==> src/rtl/alu_arbiter.sv <==
// alu_arbiter: shares one combinational ALU between two requesters.
// Round-robin arbitration with an optional fixed-priority mode. Each op takes
// an accepting edge (IDLE/DONE -> EXEC, gnt pulse) and an EXEC edge
// (EXEC -> DONE, result captured, done pulse). A DONE cycle can accept the
// next request, so ops can issue back to back every two cycles.
//
// Handshake: a requester holds req/a/b/ctrl stable until the edge at which it
// samples gnt high, then drops req. A req still high at the following
// arbitration edge counts as a new request. Dropping req before grant
// withdraws it without any gnt or done.
module alu_arbiter #(
  parameter int WIDTH      = 8,
  parameter int CTRL_W     = 3,
  parameter int FIXED_PRIO = 0
) (
  input  logic              clk,
  input  logic              rst,
  input  logic              req0,
  input  logic              req1,
  input  logic [WIDTH-1:0]  a0,
  input  logic [WIDTH-1:0]  b0,
  input  logic [WIDTH-1:0]  a1,
  input  logic [WIDTH-1:0]  b1,
  input  logic [CTRL_W-1:0] ctrl0,
  input  logic [CTRL_W-1:0] ctrl1,
  output logic              gnt0,
  output logic              gnt1,
  output logic              done0,
  output logic              done1,
  output logic [WIDTH-1:0]  res0,
  output logic [WIDTH-1:0]  res1,
  output logic              flag0,
  output logic              flag1,
  output logic              err0,
  output logic              err1,
  output logic              busy,
  output logic [WIDTH-1:0]  alu_a,
  output logic [WIDTH-1:0]  alu_b,
  output logic [CTRL_W-1:0] alu_ctrl,
  input  logic [WIDTH-1:0]  alu_c,
  input  logic              alu_f
);

  typedef enum logic [1:0] {IDLE, EXEC, DONE} state_t;

  state_t             state_q, state_d;
  logic               last_q, last_d;
  logic               owner_q, owner_d;
  logic               illegal_q, illegal_d;
  logic               gnt0_q, gnt0_d, gnt1_q, gnt1_d;
  logic               done0_q, done0_d, done1_q, done1_d;
  logic [WIDTH-1:0]   res0_q, res0_d, res1_q, res1_d;
  logic               flag0_q, flag0_d, flag1_q, flag1_d;
  logic               err0_q, err0_d, err1_q, err1_d;
  logic               busy_q, busy_d;
  logic [WIDTH-1:0]   alu_a_q, alu_a_d, alu_b_q, alu_b_d;
  logic [CTRL_W-1:0]  alu_ctrl_q, alu_ctrl_d;

  logic               win;
  logic [CTRL_W-1:0]  sel_ctrl;
  logic               sel_illegal;

  // Winner selection and next-state / next-output computation
  always_comb begin
    state_d    = state_q;
    last_d     = last_q;
    owner_d    = owner_q;
    illegal_d  = illegal_q;
    gnt0_d     = 1'b0;
    gnt1_d     = 1'b0;
    done0_d    = 1'b0;
    done1_d    = 1'b0;
    busy_d     = 1'b0;
    res0_d     = res0_q;
    res1_d     = res1_q;
    flag0_d    = flag0_q;
    flag1_d    = flag1_q;
    err0_d     = err0_q;
    err1_d     = err1_q;
    alu_a_d    = alu_a_q;
    alu_b_d    = alu_b_q;
    alu_ctrl_d = alu_ctrl_q;

    // Under contention the port that did not win last time goes next,
    // unless port 0 is given fixed priority.
    if (req0 && req1) win = (FIXED_PRIO != 0) ? 1'b0 : ~last_q;
    else              win = req1;
    sel_ctrl    = win ? ctrl1 : ctrl0;
    sel_illegal = (sel_ctrl == CTRL_W'(5)) || (sel_ctrl == CTRL_W'(7));

    case (state_q)
      IDLE, DONE: begin
        if (req0 || req1) begin
          alu_a_d    = win ? a1 : a0;
          alu_b_d    = win ? b1 : b0;
          // Illegal codes still run through the ALU as a harmless add;
          // the captured result is discarded at the EXEC edge.
          alu_ctrl_d = sel_illegal ? '0 : sel_ctrl;
          illegal_d  = sel_illegal;
          owner_d    = win;
          last_d     = win;
          gnt0_d     = ~win;
          gnt1_d     = win;
          busy_d     = 1'b1;
          state_d    = EXEC;
        end else begin
          state_d = IDLE;
        end
      end
      EXEC: begin
        if (owner_q) begin
          res1_d  = illegal_q ? '0 : alu_c;
          flag1_d = illegal_q ? 1'b0 : alu_f;
          err1_d  = illegal_q;
          done1_d = 1'b1;
        end else begin
          res0_d  = illegal_q ? '0 : alu_c;
          flag0_d = illegal_q ? 1'b0 : alu_f;
          err0_d  = illegal_q;
          done0_d = 1'b1;
        end
        state_d = DONE;
      end
      default: state_d = IDLE;
    endcase
  end

  // All state and registered outputs; async reset clears everything
  always_ff @(posedge clk or posedge rst) begin
    if (rst) begin
      state_q    <= IDLE;
      last_q     <= 1'b1;
      owner_q    <= 1'b0;
      illegal_q  <= 1'b0;
      gnt0_q     <= 1'b0;
      gnt1_q     <= 1'b0;
      done0_q    <= 1'b0;
      done1_q    <= 1'b0;
      res0_q     <= '0;
      res1_q     <= '0;
      flag0_q    <= 1'b0;
      flag1_q    <= 1'b0;
      err0_q     <= 1'b0;
      err1_q     <= 1'b0;
      busy_q     <= 1'b0;
      alu_a_q    <= '0;
      alu_b_q    <= '0;
      alu_ctrl_q <= '0;
    end else begin
      state_q    <= state_d;
      last_q     <= last_d;
      owner_q    <= owner_d;
      illegal_q  <= illegal_d;
      gnt0_q     <= gnt0_d;
      gnt1_q     <= gnt1_d;
      done0_q    <= done0_d;
      done1_q    <= done1_d;
      res0_q     <= res0_d;
      res1_q     <= res1_d;
      flag0_q    <= flag0_d;
      flag1_q    <= flag1_d;
      err0_q     <= err0_d;
      err1_q     <= err1_d;
      busy_q     <= busy_d;
      alu_a_q    <= alu_a_d;
      alu_b_q    <= alu_b_d;
      alu_ctrl_q <= alu_ctrl_d;
    end
  end

  assign gnt0     = gnt0_q;
  assign gnt1     = gnt1_q;
  assign done0    = done0_q;
  assign done1    = done1_q;
  assign res0     = res0_q;
  assign res1     = res1_q;
  assign flag0    = flag0_q;
  assign flag1    = flag1_q;
  assign err0     = err0_q;
  assign err1     = err1_q;
  assign busy     = busy_q;
  assign alu_a    = alu_a_q;
  assign alu_b    = alu_b_q;
  assign alu_ctrl = alu_ctrl_q;

endmodule

==> config.mk <==
export PLATFORM = sky130hd
export DESIGN_NAME = alu_arbiter
export DESIGN_NICKNAME = d
export VERILOG_FILES = /design/src/rtl/alu_arbiter.sv
export SDC_FILE = /design/constraint.sdc
export NUM_CORES = 1
export LEC_CHECK = 0
export BUFFER_PORTS_ARGS = -buffer_cell sky130_fd_sc_hd__buf_2
export CORE_MARGIN = 2
export CORE_UTILIZATION = 46
export CTS_CLUSTER_DIAMETER = 80
export DETAILED_ROUTE_END_ITERATION = 10
export PLACE_DENSITY = 0.79
export SLEW_MARGIN = 40
export SYNTH_ARGS = -nofsm -noshare
export SYNTH_HDL_FRONTEND = slang
export SYNTH_SLANG_ARGS = --single-unit
==> constraint.sdc <==
create_clock -name clk -period 2.1 [get_ports clk]
set_input_delay 0.525 -clock clk [delete_from_list [all_inputs] [get_ports clk]]
set_output_delay 0.525 -clock clk [all_outputs]
set_load 0.01 [all_outputs]
Yosys cells after proc, flatten, opt, wreduce, memory -nomap -nowiden
Cells that the tools add are included.

Input port bits: 51. Output and inout port bits: 44. Word-level logic and storage cells: 52. Flip-flop bits (word level): 49.

Muxes and demuxes: 19. Bitwise gates (word level): 3. Eq/ne operators: 4. Reductions and logical operators: 8.

Operator list (number): 8-bit 2-to-1 mux (3); 1-bit 2-to-1 mux (13); 3-bit == test, second input constant (2); 3-bit 2-to-1 mux (2); 2-bit AND reduction (3); 2-bit one-hot mux with 2 select lines (1); 1-bit NOT (3); 2-bit by 1-bit == test with 1-bit output, second input constant (1); 2-bit == test, second input constant (1); 2-bit zero test (1); 1-bit logical OR (2); 2-bit OR reduction (1); 1-bit logical AND (1).

Logic depth before layout (Yosys ltp)
Gate-level depths: netlist (run 1).

Word-level depth: 6. Mapped depth: 4.

Worst setup path after synthesis (run 1)
Ideal clock, no wire load.

Kind: input -> register. From: input req1. To: register alu_ctrl_q[1], in the netlist alu_ctrl[1]. Cell stages on the path: 3. Data arrival time: 1373 ps. Path slack: 605 ps. Buffers on the path: 0. Cells stage by stage: a21boi_2 -> mux2_2 -> a32o_1.

Cells in the longest elaborated chain, start to end: 6. Elaborated cells between the ends (all ways): 9. Classes of those cells: 2 x eq/ne; 3 x mux; 4 x reduce/logical.

RTL lines: from (decl) (RTL line 19) `input logic req1,`; 1-bit logical AND (RTL line 86) `if (req0 && req1) win = (FIXED_PRIO != 0) ? 1'b0 : ~last_q;`; 1-bit 2-to-1 mux (RTL line 86); 3-bit 2-to-1 mux (RTL line 88) `sel_ctrl = win ? ctrl1 : ctrl0;`; 3-bit == test (RTL line 89) `sel_illegal = (sel_ctrl == CTRL_W'(5)) || (sel_ctrl == CTRL_W'(7));`; 1-bit logical OR (RTL line 89); 3-bit 2-to-1 mux (RTL line 98) `alu_ctrl_d = sel_illegal ? '0 : sel_ctrl;`; to (signal assigned) (RTL line 167) `alu_ctrl_q <= alu_ctrl_d;`; to (decl) (RTL line 57) `logic [CTRL_W-1:0] alu_ctrl_q, alu_ctrl_d;`.

Parallel ways exist; a longest one is shown, timed or not. A chain may end at the register's enable or synchronous reset.

Final worst setup path (run 1)
From: register state_q[0]. To: register err0_q, in the netlist err0.

Cells in the longest elaborated chain, start to end: 2.

RTL lines: from (decl) (RTL line 46) `state_t state_q, state_d;`; from (signal assigned) (RTL line 150) `state_q <= state_d;`; 2-bit by 1-bit == test with 1-bit output (RTL line 91) `case (state_q)`; 2-bit AND reduction (no line); to (signal assigned) (RTL line 162) `err0_q <= err0_d;`; to (decl) (RTL line 54) `logic err0_q, err0_d, err1_q, err1_d;`.

Every way passes these cells.

==> results of run 1 <==
## how the worst max path moves through the flow
stage / start / endpoint / slack [ps] / cells after the start
2_1_floorplan: rst / alu_a[0] / 430 / 1
3_3_place_gp: req1 / alu_ctrl[0] / 430 / 5
3_5_place_dp: req1 / alu_a[0] / 380 / 5
4_1_cts: state_q[0] / err0 / 540 / 2
5_1_grt: state_q[0] / err0 / 480 / 2
6_report: state_q[0] / err0 / 570 / 2
## flip-flops by register name, indices dropped and copies added, names as in the netlist, 2 cells and up
name / count
alu_b: 8
res0: 8
alu_a: 8
state_q: 2
alu_ctrl: 3
res1: 8
## critical path, delay by kind of cell (launching register included)
kind / cells / cell delay [ps]
flops: 1 / 410
simple gates: 1 / 620
mux: 1 / 380
## cell usage in the layout, fill, tap and decap left out, types with 2 or more instances in the layout
| master | instances |
|---|---|
| nand3b_1 | 3 |
| nor2_1 | 2 |
| nand2_1 | 37 |
| nor2b_1 | 2 |
| buf_2 | 94 |
| dfrtp_1 | 47 |
| or3b_2 | 2 |
| clkinv_2 | 2 |
| mux2_2 | 2 |
| buf_4 | 3 |
| o21ai_0 | 35 |
| mux2i_1 | 16 |
| nand2b_1 | 10 |
| a32o_1 | 2 |
| a31oi_1 | 3 |
| inv_1 | 4 |
| clkbuf_8 | 6 |
## cells by family after synthesis
group,after synthesis,synth area share
AND/OR/NAND/NOR,58,0.138
flip-flops,48,0.601
AO/OA/AOI/OAI,44,0.123
multiplexers,19,0.0989
buffers and inverters,16,0.0388
## through the flow
| stage | instances | setup WS, ps | util | power [mW] |
|---|---|---|---|---|
| floorplan | 185 | 432 | - | 1.85 |
| global placement | 322 | 431 | 0.617 | 2.22 |
| CTS | 330 | 544 | 0.639 | 2.81 |
| global route | 330 | 480 | 0.639 | 2.96 |
| detailed placement | 322 | 376 | 0.617 | 2.25 |
| finish | 330 | 568 | 0.639 | 2.77 |
## metal layers
metal / track usage / vias up / routed length [um]
li1: - / 804 / -
met4: 0.0641 / 0 / 44
met1: 0.211 / 715 / 1710
met5: 0 / - / 0
met2: 0.294 / 79 / 1850
met3: 0.0548 / 7 / 443
## power by group
| part | total [mW] | switching (mW) | leakage (nW) | internal (mW) |
|---|---|---|---|---|
| combinational | 0.850 | 0.460 | 0.749 | 0.390 |
| sequential | 1.36 | 0.153 | 0.598 | 1.21 |
| clock | 0.561 | 0.298 | 0.0510 | 0.263 |
| total | 2.77 | 0.911 | 1.40 | 1.86 |
## cell type report
cell class                      count  share of cell area
Tap cell                           50              0.0239
Multi-Input combinational cell    121               0.277
Sequential cell                    48               0.460
Clock inverter                      2             0.00383
Timing Repair Buffer               98               0.196
Clock buffer                        6              0.0316
Inverter                            5             0.00718
==> impl_metrics.ini, run 1 <==
[setup_path]
crit_path_max_fanout = 20
timing.rr.end = err0
path_cells = or3b_1 > mux2_4
worstReg2RegStart = state_q[0]
worst_setup_path_end_kind = flip-flop
r2r_slack_ps = 570
worstPathArrival_ps = 1720
slowest_delay_ps = 620
worstPathRequired_ps = 2290
path_class = reg2reg
start_kind = flip-flop
slowest_stage = or3b_1
worstRegToRegCells = 2

[clock_network]
cts_tree = done
h-tree-depth = 2
clk_pin_slew_ps = 90
postCtsHoldBufs = 0
cts_setup_buffers = 0
cts-root-buf = clkbuf_8
cts_buffer_depth = 2
numCtsBuffers = 5
cts_sinks = 48
clk_latency_ps = 300
post_cts_resized = 0

[synth]
yosysTopAreaCell = dfrtp_1
syn-cell-area_um2 = 2000
synthArstFlopShare = 1.00
synth_cell_types = 24
synth-edff-count = 0
syn-num-nets = 236
synth.area.top_cells = dfrtp_1 59%, o21ai_0 8.8%, mux2i_1 8.0%
postSynthCellCount = 185
seq_area_frac_synth = 0.601
ys_ff_latch = 48
synth_top_area_frac = 0.588
synthTopCellsByCount = 47 x dfrtp_1, 37 x nand2_1, 35 x o21ai_0
yosysWarnings = 0
synthMostInstantiatedCell = dfrtp_1
synth_ff_type = dfrtp_1
syn_area_per_cell_um2 = 10.8

[routing]
wl_per_cell_um = 12.3
ant_nets = 0
first_pass_iters = 4
drcViolationCount = 0
drt_iter0_markers = 107
viasPerCell = 4.86
vias = 1605
wl_um = 4050

[layout]
syn_to_final_growth_pct = 30.7
drive_above_1_share = 0.411
seqCellArea_um2 = 1200
fin_area_um2 = 2610
diodes = 0
multi_input_area_um2 = 723
num-fill-cells = 342
fin_nets = 330

[floorplan]
die-area_um2 = 4890
core_um2 = 4090
rows = 23
die_height_um = 69.9
fp.dieW_um = 69.9
io_pins = 95
initial_utilization = 0.489

[sta]
timing.setup.tns_ps = 0
rsz0062_at_grt = no
worst_pin_slew_ps = 641
finalHoldViolations = 0
drv_slew = 0
fin_hold_ws_ps = 241
skew_ps = 6.50
relSlewSlack = 0.572
min_period_ps = 1530
period_share = 0.730
max_freq_mhz = 653
setup_viol = 0

[status]
status = completed

[min_path]
min_path_type = in2async

[pwr]
peakVddDrop_mv = 0.461
p_leak_nw = 1.40
p_per_area_nw_per_um2 = 1060

[global_routing]
gr-total-overflow = 0
antenna_found_initial = 0
grt_pass1_vias = 1582
grt_max_degree = 41
grt_pass1_wl_um = 6840
grt_use_total = 0.175

[place]
io_buffers = 94
dpl_cell_area_um2 = 2520
globalplace.congestion = 0.766
hpwl_um = 3030

[flow_run]
drv_cap = 0
Power figures use the tool's default switching activity.
==> run 2, diff against run 1 <==
- CORE_UTILIZATION: 46 -> 41
- PLACE_DENSITY: 0.79 -> 0.75
- clock period: 2.1 -> 1.4 ns (I/O delays scaled with it)
==> impl_metrics.ini, run 2 (synthesis gave the netlist of run 1 again) <==
[floorplan]
io_pins = 95
fp.dieW_um = 73.8
die-area_um2 = 5450
rows = 25
die_height_um = 73.8
core_um2 = 4720
initial_utilization = 0.423

[routing]
vias = 1618
wl_met2_um = 1860
drcViolationCount = 0
routed.top_layer = met4
wl_per_cell_um = 12.1
drt_iter0_markers = 50
dr_wl_met3_um = 408
ant_nets = 0
viasPerCell = 4.57
wl_um = 4270
first_pass_iters = 4
routedLengthMet1_um = 1940

[layout]
drive_above_1_share = 0.418
fin_area_um2 = 2700
mostFrequentLayoutCells = 94 x buf_2, 47 x dfrtp_1, 37 x nand2_1
num-fill-cells = 418
multi_input_area_um2 = 731
seqCellArea_um2 = 1200
mostFrequentLayoutCell = buf_2
layout.core_utilization = 0.572
syn_to_final_growth_pct = 35.2
fin_nets = 337
final_cells = 354
diodes = 0

[global_routing]
grt_pass1_vias = 1550
grt_max_degree = 49
gr-total-overflow = 0
antenna_found_initial = 0
grt_use_total = 0.176
grt_pass1_wl_um = 7310

[place]
dpl_cell_area_um2 = 2590
hpwl_um = 3200
placed_cells = 345
io_buffers = 94
post-place-ws_ps = -128
globalplace.congestion = 0.797

[sta]
drv_slew = 0
worst_pin_slew_ps = 328
rsz0062_at_grt = no
max_freq_mhz = 746
setup_viol = 0
fin_hold_ws_ps = 104
min_period_ps = 1340
finalHoldViolations = 0
skew_ps = 3.80
relSlewSlack = 0.781
period_share = 0.957
timing.setup.tns_ps = 0
setup_ws_ps = 59.8

[clock_network]
cts_buffer_depth = 2
numCtsBuffers = 5
clk_pin_slew_ps = 80
clk_latency_ps = 290
cts_sinks = 48
cts_tree = done
cts-root-buf = clkbuf_8
h-tree-depth = 2

[setup_path]
path_class = reg2reg
worstRegToRegCells = 3
startpoint = last_q
r2r_slack_ps = 60
start_kind = flip-flop
timing.rr.end = alu_ctrl[0]
worstPathRequired_ps = 1620
worst_setup_path_end_kind = flip-flop
crit_path_max_fanout = 7
worstReg2RegStart = last_q
worstPathArrival_ps = 1560

[pwr]
netSwitchingFraction = 0.325
peakVddDrop_mv = 0.518
p_switching_mw = 1.37
p_comb_frac = 0.319
clkPwrFrac = 0.196
p_per_area_nw_per_um2 = 1560
p_int_mw = 2.84
seqPwrFrac = 0.485
p_leak_nw = 1.43
p_total_mw = 4.22

[min_path]
min_path_type = in2async

[flow_run]
drv_cap = 0

[status]
status = completed
[run 2: power by group through the flow]
stage | Sequential, mW | Combinational [mW] | Clock, mW
floorplan | 2.25 | 0.531 | 0
global placement | 2.06 | 1.31 | 0
detailed placement | 2.07 | 1.35 | 0
CTS | 2.05 | 1.35 | 0.867
global route | 2.10 | 1.55 | 0.910
finish | 2.05 | 1.34 | 0.825
[run 2: layer usage]
layer / GRT usage / vias up
met4: 0.0606 / 0
li1: - / 824
met1: 0.232 / 708
met5: 0 / -
met2: 0.272 / 80
met3: 0.0604 / 6
[run 2: cell type report]
| class | count | area share |
|---|---|---|
| sequential | 48 | 0.445 |
| multi-input combinational | 121 | 0.270 |
| timing repair buffer | 105 | 0.212 |
| clock buffer | 8 | 0.0333 |
| tap | 67 | 0.0310 |
| inverter | 5 | 0.00833 |
[run 2: worst max-delay path by stage]
stage	endpoint	slack [ps]	cells after the start
floorplan	err0	50	3
global placement	alu_b[7]	-80	5
detailed placement	alu_b[7]	-130	5
CTS	res0[1]	50	3
global route	alu_ctrl[0]	6	3
finish	alu_ctrl[0]	60	3
[run 2: repair_timing]
item                       4_1_cts  5_1_grt
setup endpoints to repair        8        9
setup buffers                    0        1
hold buffers                     0        0
gates resized for setup          2        3
[run 2: worst max-delay path, cell delays in order (launching register included)]
cell and delay [ps]:
dfstp_2 570, a21boi_4 80, or3b_2 440, a31oi_1 170
==> run 3, diff against run 2 <==
- ABC_AREA: default -> 1
- CORE_MARGIN: 2 -> default
==> impl_metrics.ini, run 3 <==
[status]
status = completed

[floorplan]
core_um2 = 4720
initial_utilization = 0.428
rows = 25
io_pins = 95
die_height_um = 72.2
die-area_um2 = 5210
fp.dieW_um = 72.2

[setup_path]
crit_path_max_fanout = 5
worst_setup_path_end_kind = flip-flop
worstPathRequired_ps = 1590
path_cells = nand2_1 > nand2_2 > buf_4 > nand2_1 > nand2_1 > nand2_1 > nand2_1 > nand2_1
slowest_stage = dfstp_2
path_class = reg2reg
cpMostUsedCell = nand2_1
start_kind = flip-flop
worstPathArrival_ps = 1470
slowest_delay_ps = 530

[sta]
min_period_ps = 1280
finalHoldViolations = 0
drv_slew = 0
worst_pin_slew_ps = 339
period_share = 0.917
rsz0062_at_grt = no
skew_ps = 4.21
timing.setup.tns_ps = 0
setup_viol = 0
relSlewSlack = 0.774
fin_hold_ws_ps = 83.8
max_freq_mhz = 779

[clock_network]
cts-root-buf = clkbuf_8
cts_setup_buffers = 0
h-tree-depth = 2
cts_buffer_depth = 2
numCtsBuffers = 5
cts_sinks = 48
cts_tree = done
clk_latency_ps = 290
clk_pin_slew_ps = 80

[layout]
mostFrequentLayoutCells = 112 x nand2_1, 94 x buf_2, 47 x dfrtp_1
drive_above_1_share = 0.334
syn_to_final_growth_pct = 34.2
num-fill-cells = 432
fin_nets = 397
diodes = 0
mostFrequentLayoutCell = nand2_1
fin_area_um2 = 2710
final_cells = 414

[pwr]
p_leak_nw = 1.55
p_per_area_nw_per_um2 = 1590
p_switching_mw = 1.42
peakVddDrop_mv = 0.606
seqPwrFrac = 0.466
clkPwrFrac = 0.225
p_int_mw = 2.88
p_comb_frac = 0.309
netSwitchingFraction = 0.330

[synth]
seq_area_frac_synth = 0.595
yosysWarnings = 0
syn-cell-area_um2 = 2020
syn_area_per_cell_um2 = 8.18
synth_cell_types = 14
synthMostInstantiatedCell = nand2_1
syn-num-nets = 298
synth_ff_type = dfrtp_1
ys_ff_latch = 48
synthArstFlopShare = 1.00
synth.area.top_cells = dfrtp_1 58%, nand2_1 21%, nor2_1 5.8%
synthTopCellsByCount = 113 x nand2_1, 47 x dfrtp_1, 31 x nor2_1
synth_top_area_frac = 0.582
synth-edff-count = 0
postSynthCellCount = 247
yosysTopAreaCell = dfrtp_1

[routing]
vias = 1881
first_pass_iters = 4
viasPerCell = 4.54
wl_per_cell_um = 11.4
drcViolationCount = 0
wl_um = 4710
drt_iter0_markers = 168
ant_nets = 0

[place]
placed_cells = 406
io_buffers = 94
hpwl_um = 3520
globalplace.congestion = 0.822
dpl_cell_area_um2 = 2600

[min_path]
min_path_type = in2async

[global_routing]
grt_max_degree = 33
grt_pass1_vias = 1678
grt_pass1_wl_um = 7550
antenna_found_initial = 0
gr-total-overflow = 0
grt_use_total = 0.186

[flow_run]
drv_cap = 0
[run 3: changes by cell type after synthesis, sizes merged, moves of 3 or more]
cell	previous run	this run
clkbuf	7	1
nand3	0	4
o21ai	35	4
mux2i	16	0
nor2	2	32
nand2	37	113
nand2b	10	0
buf	4	9
inv	5	18
a31oi	3	16
nand3b	3	0
mux2	3	0
or3b	3	0
[run 3: kinds of logic after synthesis]
kind of cell / Yosys count / share of synthesized area
flip-flops: 48 / 0.595
AO/OA/AOI/OAI: 20 / 0.0594
AND/OR/NAND/NOR: 149 / 0.280
buffers and inverters: 30 / 0.0650
[run 3: path summary, 6_finish.rpt]
kind,start,end,slack [ps],cells past startpoint
max,last_q,alu_ctrl[1],120,8
min,rst,err1,80,3
max reg2reg,last_q,alu_ctrl[1],120,8
min reg2reg,state_q[1],state_q[1],430,1
max in group asynchronous,rst,last_q,1070,3
min in group clk,a1[1],alu_a[1],290,3
[run 3: power by group through the flow]
| stage | clock, mW | sequential, mW | combinational [mW] |
|---|---|---|---|
| after detailed placement | 0 | 2.03 | 1.34 |
| after CTS | 1.00 | 2.01 | 1.34 |
| final | 0.968 | 2.01 | 1.33 |
| after floorplan | 0 | 2.21 | 0.549 |
| after global routing | 1.07 | 2.06 | 1.49 |
| after global placement | 0 | 2.02 | 1.32 |
[run 3: metal layers]
layer | global-route usage | share of wire
met3 | 0.0403 | 0.044
met4 | 0.0610 | 0.012
met1 | 0.252 | 0.47
met2 | 0.300 | 0.48
met5 | 0 | 0
[run 3: area by class of cell]
class	instances	area (um^2)	area share
sequential	48	1200	0.443
multi-input combinational	169	692	0.255
timing repair buffer	102	547	0.202
tap	67	83.8	0.0309
inverter	20	78.8	0.0291
clock buffer	6	72.6	0.0268
clock inverter	2	35.0	0.0129
[run 3: repair_timing]
item / in CTS / in global routing
hold buffers: 0 / 0
endpoints found under the setup margin: 0 / 3
resized for setup: 0 / 2
[run 3: per-stage QoR]
stage               utilization  setup slack, ps  total power, mW
detailed placement        0.550              102             3.37
global route              0.574             25.8             4.62
global placement          0.550              155             3.34
CTS                       0.573             78.5             4.35
floorplan                     -              178             2.76
finish                    0.574              117             4.30
[run 3: critical path: cells and delay by family (launching register included)]
kind                   cells  cell delay [ps]
DFF                        1              530
buffers and inverters      1              140
and+or+nand+nor            7              520
